File: config.mk
export PLATFORM = sky130hd
export DESIGN_NAME = fft_bin_serializer
export DESIGN_NICKNAME = d
export VERILOG_FILES = /design/src/rtl/fft_pkg.sv /design/src/rtl/fft_bin_serializer.sv
export SDC_FILE = /design/constraint.sdc
export NUM_CORES = 1
export LEC_CHECK = 0
export ABC_AREA = 0
export CORE_MARGIN = 8
export CORE_UTILIZATION = 35
export CTS_BUF_LIST = sky130_fd_sc_hd__clkbuf_8
export DETAILED_ROUTE_END_ITERATION = 8
export GPL_TIMING_DRIVEN = 1
export PLACE_DENSITY = 0.71
export SLEW_MARGIN = 20
export SYNTH_ARGS = -nofsm -noshare
export SYNTH_HDL_FRONTEND = slang
export SYNTH_SLANG_ARGS = --single-unit
File: constraint.sdc
create_clock -name s_axis_aclk -period 38.2 [get_ports s_axis_aclk]
set_input_delay 7.64 -clock s_axis_aclk [delete_from_list [all_inputs] [get_ports s_axis_aclk]]
set_output_delay 7.64 -clock s_axis_aclk [all_outputs]
set_load 0.005 [all_outputs]
File: src/rtl/fft_pkg.sv
// Shared types and constants for the 8-point DFT output path.
// Bins are {real, imag} pairs of 32-bit signed samples, packed real-high.
package fft_pkg;

  localparam int FFT_POINTS   = 8;
  localparam int BIN_WIDTH    = 32;
  localparam int BEAT_WIDTH   = 2 * BIN_WIDTH;
  localparam int FRAME_WIDTH  = FFT_POINTS * BEAT_WIDTH;

  localparam logic [BEAT_WIDTH/8-1:0] AXIS_TKEEP = '1;

  typedef struct packed {
    logic signed [BIN_WIDTH-1:0] re;
    logic signed [BIN_WIDTH-1:0] im;
  } cbin_t;

  typedef enum logic {
    ST_IDLE = 1'b0,
    ST_SEND = 1'b1
  } ser_state_t;

  function automatic cbin_t bin_slice(input logic [FRAME_WIDTH-1:0] frame,
                                      input int unsigned k);
    return cbin_t'(frame[k*BEAT_WIDTH +: BEAT_WIDTH]);
  endfunction

endpackage

File: src/rtl/fft_bin_serializer.sv
// Splits one wide DFT result frame into per-bin AXI4-Stream beats, bin 0 first.
// state   | meaning
// IDLE    | no frame held, input ready, output idle
// SEND    | frame held, presenting bin bin_idx on the master port
module fft_bin_serializer
  import fft_pkg::*;
#(
  parameter int C_AXIS_TIN_WIDTH   = FRAME_WIDTH,
  parameter int C_AXIS_TDATA_WIDTH = BEAT_WIDTH,
  parameter int C_BINS             = FFT_POINTS,
  parameter int C_BIN_IDX_WIDTH    = 3,
  parameter int C_FRAME_CNT_WIDTH  = 16
) (
  input  logic                            s_axis_aclk,
  input  logic                            s_axis_areset,
  input  logic                            s_axis_tvalid,
  output logic                            s_axis_tready,
  input  logic [C_AXIS_TIN_WIDTH-1:0]     s_axis_tdata,
  output logic                            m_axis_tvalid,
  input  logic                            m_axis_tready,
  output logic [C_AXIS_TDATA_WIDTH-1:0]   m_axis_tdata,
  output logic [C_AXIS_TDATA_WIDTH/8-1:0] m_axis_tkeep,
  output logic                            m_axis_tlast,
  output logic [C_BIN_IDX_WIDTH-1:0]      m_axis_tuser,
  output logic [C_FRAME_CNT_WIDTH-1:0]    frame_count
);

  localparam logic [C_BIN_IDX_WIDTH-1:0] LAST_BIN = C_BIN_IDX_WIDTH'(C_BINS - 1);

  ser_state_t                    state;
  logic [C_BIN_IDX_WIDTH-1:0]    bin_idx;
  logic [C_BIN_IDX_WIDTH-1:0]    next_idx;
  logic [C_AXIS_TIN_WIDTH-1:0]   frame_reg;
  logic [C_AXIS_TDATA_WIDTH-1:0] frame_bins [C_BINS];
  logic                          in_hs;
  logic                          last_bin;

  for (genvar k = 0; k < C_BINS; k++) begin : g_bins
    assign frame_bins[k] = frame_reg[k*C_AXIS_TDATA_WIDTH +: C_AXIS_TDATA_WIDTH];
  end

  assign last_bin = (bin_idx == LAST_BIN);
  assign next_idx = bin_idx + 1'b1;

  // Ready on the final beat lets the next frame load in the same edge, no bubble.
  assign s_axis_tready = (state == ST_IDLE) |
                         ((state == ST_SEND) & last_bin & m_axis_tready);
  assign in_hs         = s_axis_tvalid & s_axis_tready;

  assign m_axis_tkeep  = '1;
  assign m_axis_tuser  = bin_idx;

  always_ff @(posedge s_axis_aclk) begin
    if (s_axis_areset) begin
      state         <= ST_IDLE;
      bin_idx       <= '0;
      m_axis_tvalid <= 1'b0;
      m_axis_tlast  <= 1'b0;
      m_axis_tdata  <= '0;
      frame_count   <= '0;
    end else begin
      case (state)
        ST_IDLE: begin
          if (in_hs) begin
            frame_reg     <= s_axis_tdata;
            m_axis_tdata  <= s_axis_tdata[C_AXIS_TDATA_WIDTH-1:0];
            bin_idx       <= '0;
            m_axis_tvalid <= 1'b1;
            m_axis_tlast  <= 1'b0;
            state         <= ST_SEND;
          end
        end

        ST_SEND: begin
          if (m_axis_tready) begin
            if (last_bin) begin
              frame_count  <= frame_count + 1'b1;
              bin_idx      <= '0;
              m_axis_tlast <= 1'b0;
              if (in_hs) begin
                frame_reg    <= s_axis_tdata;
                m_axis_tdata <= s_axis_tdata[C_AXIS_TDATA_WIDTH-1:0];
              end else begin
                m_axis_tvalid <= 1'b0;
                state         <= ST_IDLE;
              end
            end else begin
              bin_idx      <= next_idx;
              m_axis_tdata <= frame_bins[next_idx];
              m_axis_tlast <= (next_idx == LAST_BIN);
            end
          end
        end

        default: begin
          state         <= ST_IDLE;
          m_axis_tvalid <= 1'b0;
        end
      endcase
    end
  end

endmodule

==> metrics.csv <==
stage,metric,value,unit
global_route,global-route usage over all layers,0.183,
sta,RSZ-0062 raised after global routing,no,
sta,final setup fails,0,
floorplanning,Die W,271,um
route,initial drt markers,1240,
power_and_ir_drop,maximum vdd drop,27.9,uV
cts,CTS tree,built,
cts,root buffer cell,clkbuf_8,
cells_and_area,Nets,2454,
critical_path,WP buf/inv,3,
critical_path,Critical Path Max Stage Delay,0.73,ns
logic_synthesis,syn_area_per_cell,17.5,um^2
global_route,met3 Usage GRT,0.0551,
sta,clk_skew,0.0377,ns
floorplanning,Starting Density,0.353,
sta,final setup TNS,0,ns
critical_path,crit end category,output port,
logic_synthesis,Mapped Area,0.0227,mm^2
global_route,Global Route met2 Usage,0.313,
logic_synthesis,YS warnings,0,
route,DRC,0,
route,Via Count,14900,
sta,minimum clock period,16.93,ns
global_route,GR Overflow Total,0,
cts,post-CTS setup buffer count,0,
logic_synthesis,number of synthesized flops with an enable pin,512,
power_and_ir_drop,Flop pwr share,0.525,
power_and_ir_drop,switch share,0.231,
power_and_ir_drop,Clock power frac,0.373,
logic_synthesis,largest cells by area after synthesis,"edfxtp_1 68%, dfxtp_1 7.6%, mux4_2 6.4%",
floorplanning,Die H,271,um
global_route,vias in the first global route,16000,
global_route,largest net degree at the start of global routing,201,
cts,Worst-path clk slew,0.06,ns
power_and_ir_drop,pwr/cell area,45.6,mW/mm^2
floorplanning,Row Count,93,
route,Antenna Nets Post-Route,0,
critical_path,Crit path max-delay family,buffers and inverters,
logic_synthesis,top_reg_cell synth,edfxtp_1,
critical_path,Worst EP required,30.56,ns
logic_synthesis,sequential share of the synthesized area,0.752,
sta,Worst-Margin Slew,1.21,ns
power_and_ir_drop,Final Power,0.00144,W
logic_synthesis,asr flop ratio synth,0,
critical_path,Worst Path Arrival,9.29,ns
critical_path,"setup slack, reg-to-reg",32.57,ns
worst_hold_path,Min-Delay Endpoint,m_axis_tvalid$_SDFFE_PP0P_,
global_route,first-pass GRT wire length,102000,um
sta,Final Slew Violations,0,
cts,"Gates resized, CTS repair",0,
route,WL per Instance,24.2,um
cts,TritonCTS Buffers,99,
sta,final hold violation count,0,
placed_design,DP Wirelength,48600,um
critical_path,Setup CP Type,in2out,
floorplanning,core area,0.0643,mm^2
cells_and_area,Largest register FFs,512,
placed_design,gpl congestion,0.843,
global_route,antenna violations before repair,13,
power_and_ir_drop,Comb pwr share,0.103,
cts,clk buf depth,3,
logic_synthesis,Yosys cell types,40,
critical_path,reg-to-reg critical path startpoint,m_axis_tuser[0]$_SDFFE_PP0P_,
route,vias per cell,5.16,
logic_synthesis,largest area contributor in the netlist,edfxtp_1,
critical_path,most frequent CP cell,clkdlybuf4s50_1,
route,Routed WL,69800,um
run_status,status,completed,
cells_and_area,layout cell share with drive strength beyond 1,0.113,
critical_path,CP cell instances,clkdlybuf4s50_1 -> a21boi_0 -> inv_1 -> clkdlybuf4s50_1,
logic_synthesis,post-synth top area share,0.676,
flow_run,Max-Cap Viols,0,
critical_path,CP startpoint kind,primary input,
sta,slew margin rel.,0.194,
cts,CTS Sinks,598,
cts,htree depth,3,
sta,Final period util,0.443,
route,DRT Pass-1 Iters,7,
logic_synthesis,synthesis-stage register bit count,598,
floorplanning,num ports,610,
worst_hold_path,Hold WC Path Type,reg2reg,
cts,clk_lat worst skew,0.68,ns
placed_design,PortBufs,601,
critical_path,FF-to-FF path depth,8,
power_and_ir_drop,static leakage,10.9,nW
power_and_ir_drop,NetSw,0.000332,W
global_route,GR peak layer,met2,
global_route,M1 GR Usage,0.214,
worst_hold_path,hold wc startpoint,m_axis_tvalid$_SDFFE_PP0P_,
critical_path,Critical Path Slowest Stage Cell,clkdlybuf4s50_1,
critical_path,critical path peak fanout,9,
cells_and_area,Syn-to-layout area delta,38.7,%
worst_hold_path,hold path cells,2,
logic_synthesis,Post-Synthesis Cells,1303,
critical_path,R2R Path End,frame_reg[413]$_DFFE_PP_,
power_and_ir_drop,internal power,0.00111,W
sta,Max Fclk,59.1,MHz
floorplanning,die area,0.0734,mm^2
cts,Post-CTS Hold Buffers,0,
==> tightest hold or removal path, cell delays in order (launching register included) <==
cell and delay, ns:
dfxtp_1 0.31, o21ai_0 0.07, a21oi_1 0.06
==> power groups by stage <==
stage	Sequential, W	Combinational, W	Clock (W)
2_1_floorplan	0.000782	0.0000583	0
3_3_place_gp	0.000767	0.000145	0
3_5_place_dp	0.000768	0.000149	0
4_1_cts	0.000755	0.000149	0.000551
5_1_grt	0.000757	0.000157	0.000579
6_report	0.000755	0.000148	0.000536
==> area by class of cell <==
| cell class | instances | area [um^2] |
|---|---|---|
| tap | 855 | 1070 |
| antenna | 15 | 37.5 |
| timing repair buffer | 617 | 6150 |
| clock buffer | 113 | 1560 |
| inverter | 5 | 18.8 |
| fill | 5339 | 32800 |
| multi-input combinational | 613 | 5230 |
| sequential | 598 | 17100 |
| clock inverter | 74 | 373 |
==> metrics by stage <==
stage          hold WS (ns)  setup slack, ns  area (um^2)  utilization  std cells
2_1_floorplan         0.468             7.29        22800            -       1310
3_3_place_gp          0.474            21.35        29600        0.459       2688
3_5_place_dp          0.494            21.30        29600        0.459       2688
4_1_cts               0.502            21.29        31500        0.489       2875
5_1_grt               0.536            21.23        31500        0.490       2889
6_report              0.497            21.27        31500        0.490       2890
==> cells by family after synthesis <==
| family | synth area share |
|---|---|
| adder cells (fa/ha/maj) | 0.00220 |
| multiplexers | 0.122 |
| flip-flops | 0.752 |
| AND/OR/NAND/NOR | 0.0521 |
| other | 0.000165 |
| buffers and inverters | 0.0214 |
| AO/OA/AOI/OAI | 0.0464 |
| XOR/XNOR | 0.00347 |
==> Yosys cell counts (2+ instances only) <==
cell and number:
edfxtp_1 512, o22ai_1 127, mux2i_1 125, dfxtp_1 86, nor2_1 80, nor3_1 67
mux4_2 65, a21oi_1 40, buf_2 38, clkbuf_1 34, nor4b_1 31, buf_4 16
nand4_1 7, nand2_1 6, nand2b_1 6, buf_1 5, inv_1 5, nand3_1 5
xor2_1 5, ha_1 4, mux2_2 4, nor2b_1 4, or3_1 4, xnor2_1 4
and4_1 3, o21ai_0 3, or4_1 3, o31ai_1 2
==> how the worst max path moves through the flow <==
stage / cells past startpoint / to / slack, ns / start
4_1_cts: 4 / s_axis_tready / 21.29 / m_axis_tready
6_report: 4 / s_axis_tready / 21.27 / m_axis_tready
2_1_floorplan: 6 / frame_reg[0]$_DFFE_PP_ / 7.29 / m_axis_tready
5_1_grt: 4 / s_axis_tready / 21.23 / m_axis_tready
3_5_place_dp: 4 / s_axis_tready / 21.30 / m_axis_tready
3_3_place_gp: 4 / s_axis_tready / 21.35 / m_axis_tready
==> metal layers <==
| metal | up-vias | part of all wire |
|---|---|---|
| met5 | - | 0.00039 |
| met4 | 4 | 0.027 |
| met3 | 125 | 0.089 |
| met2 | 708 | 0.51 |
| met1 | 7545 | 0.37 |
| li1 | 6527 | - |
==> placed cells by master, fill, tap and decap left out, types with 2 or more instances in the layout <==
| cell type | synthesis | routed |
|---|---|---|
| diode_2 | 0 | 15 |
| clkinv_2 | 0 | 12 |
| dfxtp_1 | 86 | 85 |
| nor3_1 | 67 | 67 |
| nor4b_1 | 31 | 31 |
| and4_1 | 3 | 3 |
| clkdlybuf4s50_1 | 0 | 600 |
| conb_1 | 1 | 8 |
| ha_1 | 4 | 3 |
| nand3_1 | 5 | 5 |
| clkbuf_8 | 0 | 113 |
| or4_1 | 3 | 3 |
| o31ai_1 | 2 | 2 |
| o21ai_0 | 3 | 3 |
| o22ai_1 | 127 | 127 |
| nand2_1 | 6 | 6 |
| edfxtp_1 | 512 | 512 |
| or3_1 | 4 | 4 |
| xnor2_1 | 4 | 4 |
| nor2b_1 | 4 | 3 |
| clkinv_1 | 0 | 12 |
| xor2_1 | 5 | 5 |
| nand2b_2 | 0 | 2 |
| buf_4 | 16 | 16 |
| clkinv_8 | 0 | 3 |
| mux2_2 | 4 | 4 |
| a21oi_1 | 40 | 40 |
| nand2b_1 | 6 | 3 |
| inv_1 | 5 | 48 |
| mux2i_1 | 125 | 125 |
| mux4_2 | 65 | 65 |
| nand4_1 | 7 | 7 |
| nor2_1 | 80 | 79 |
Note: power is estimated with default switching activity, not from simulation.
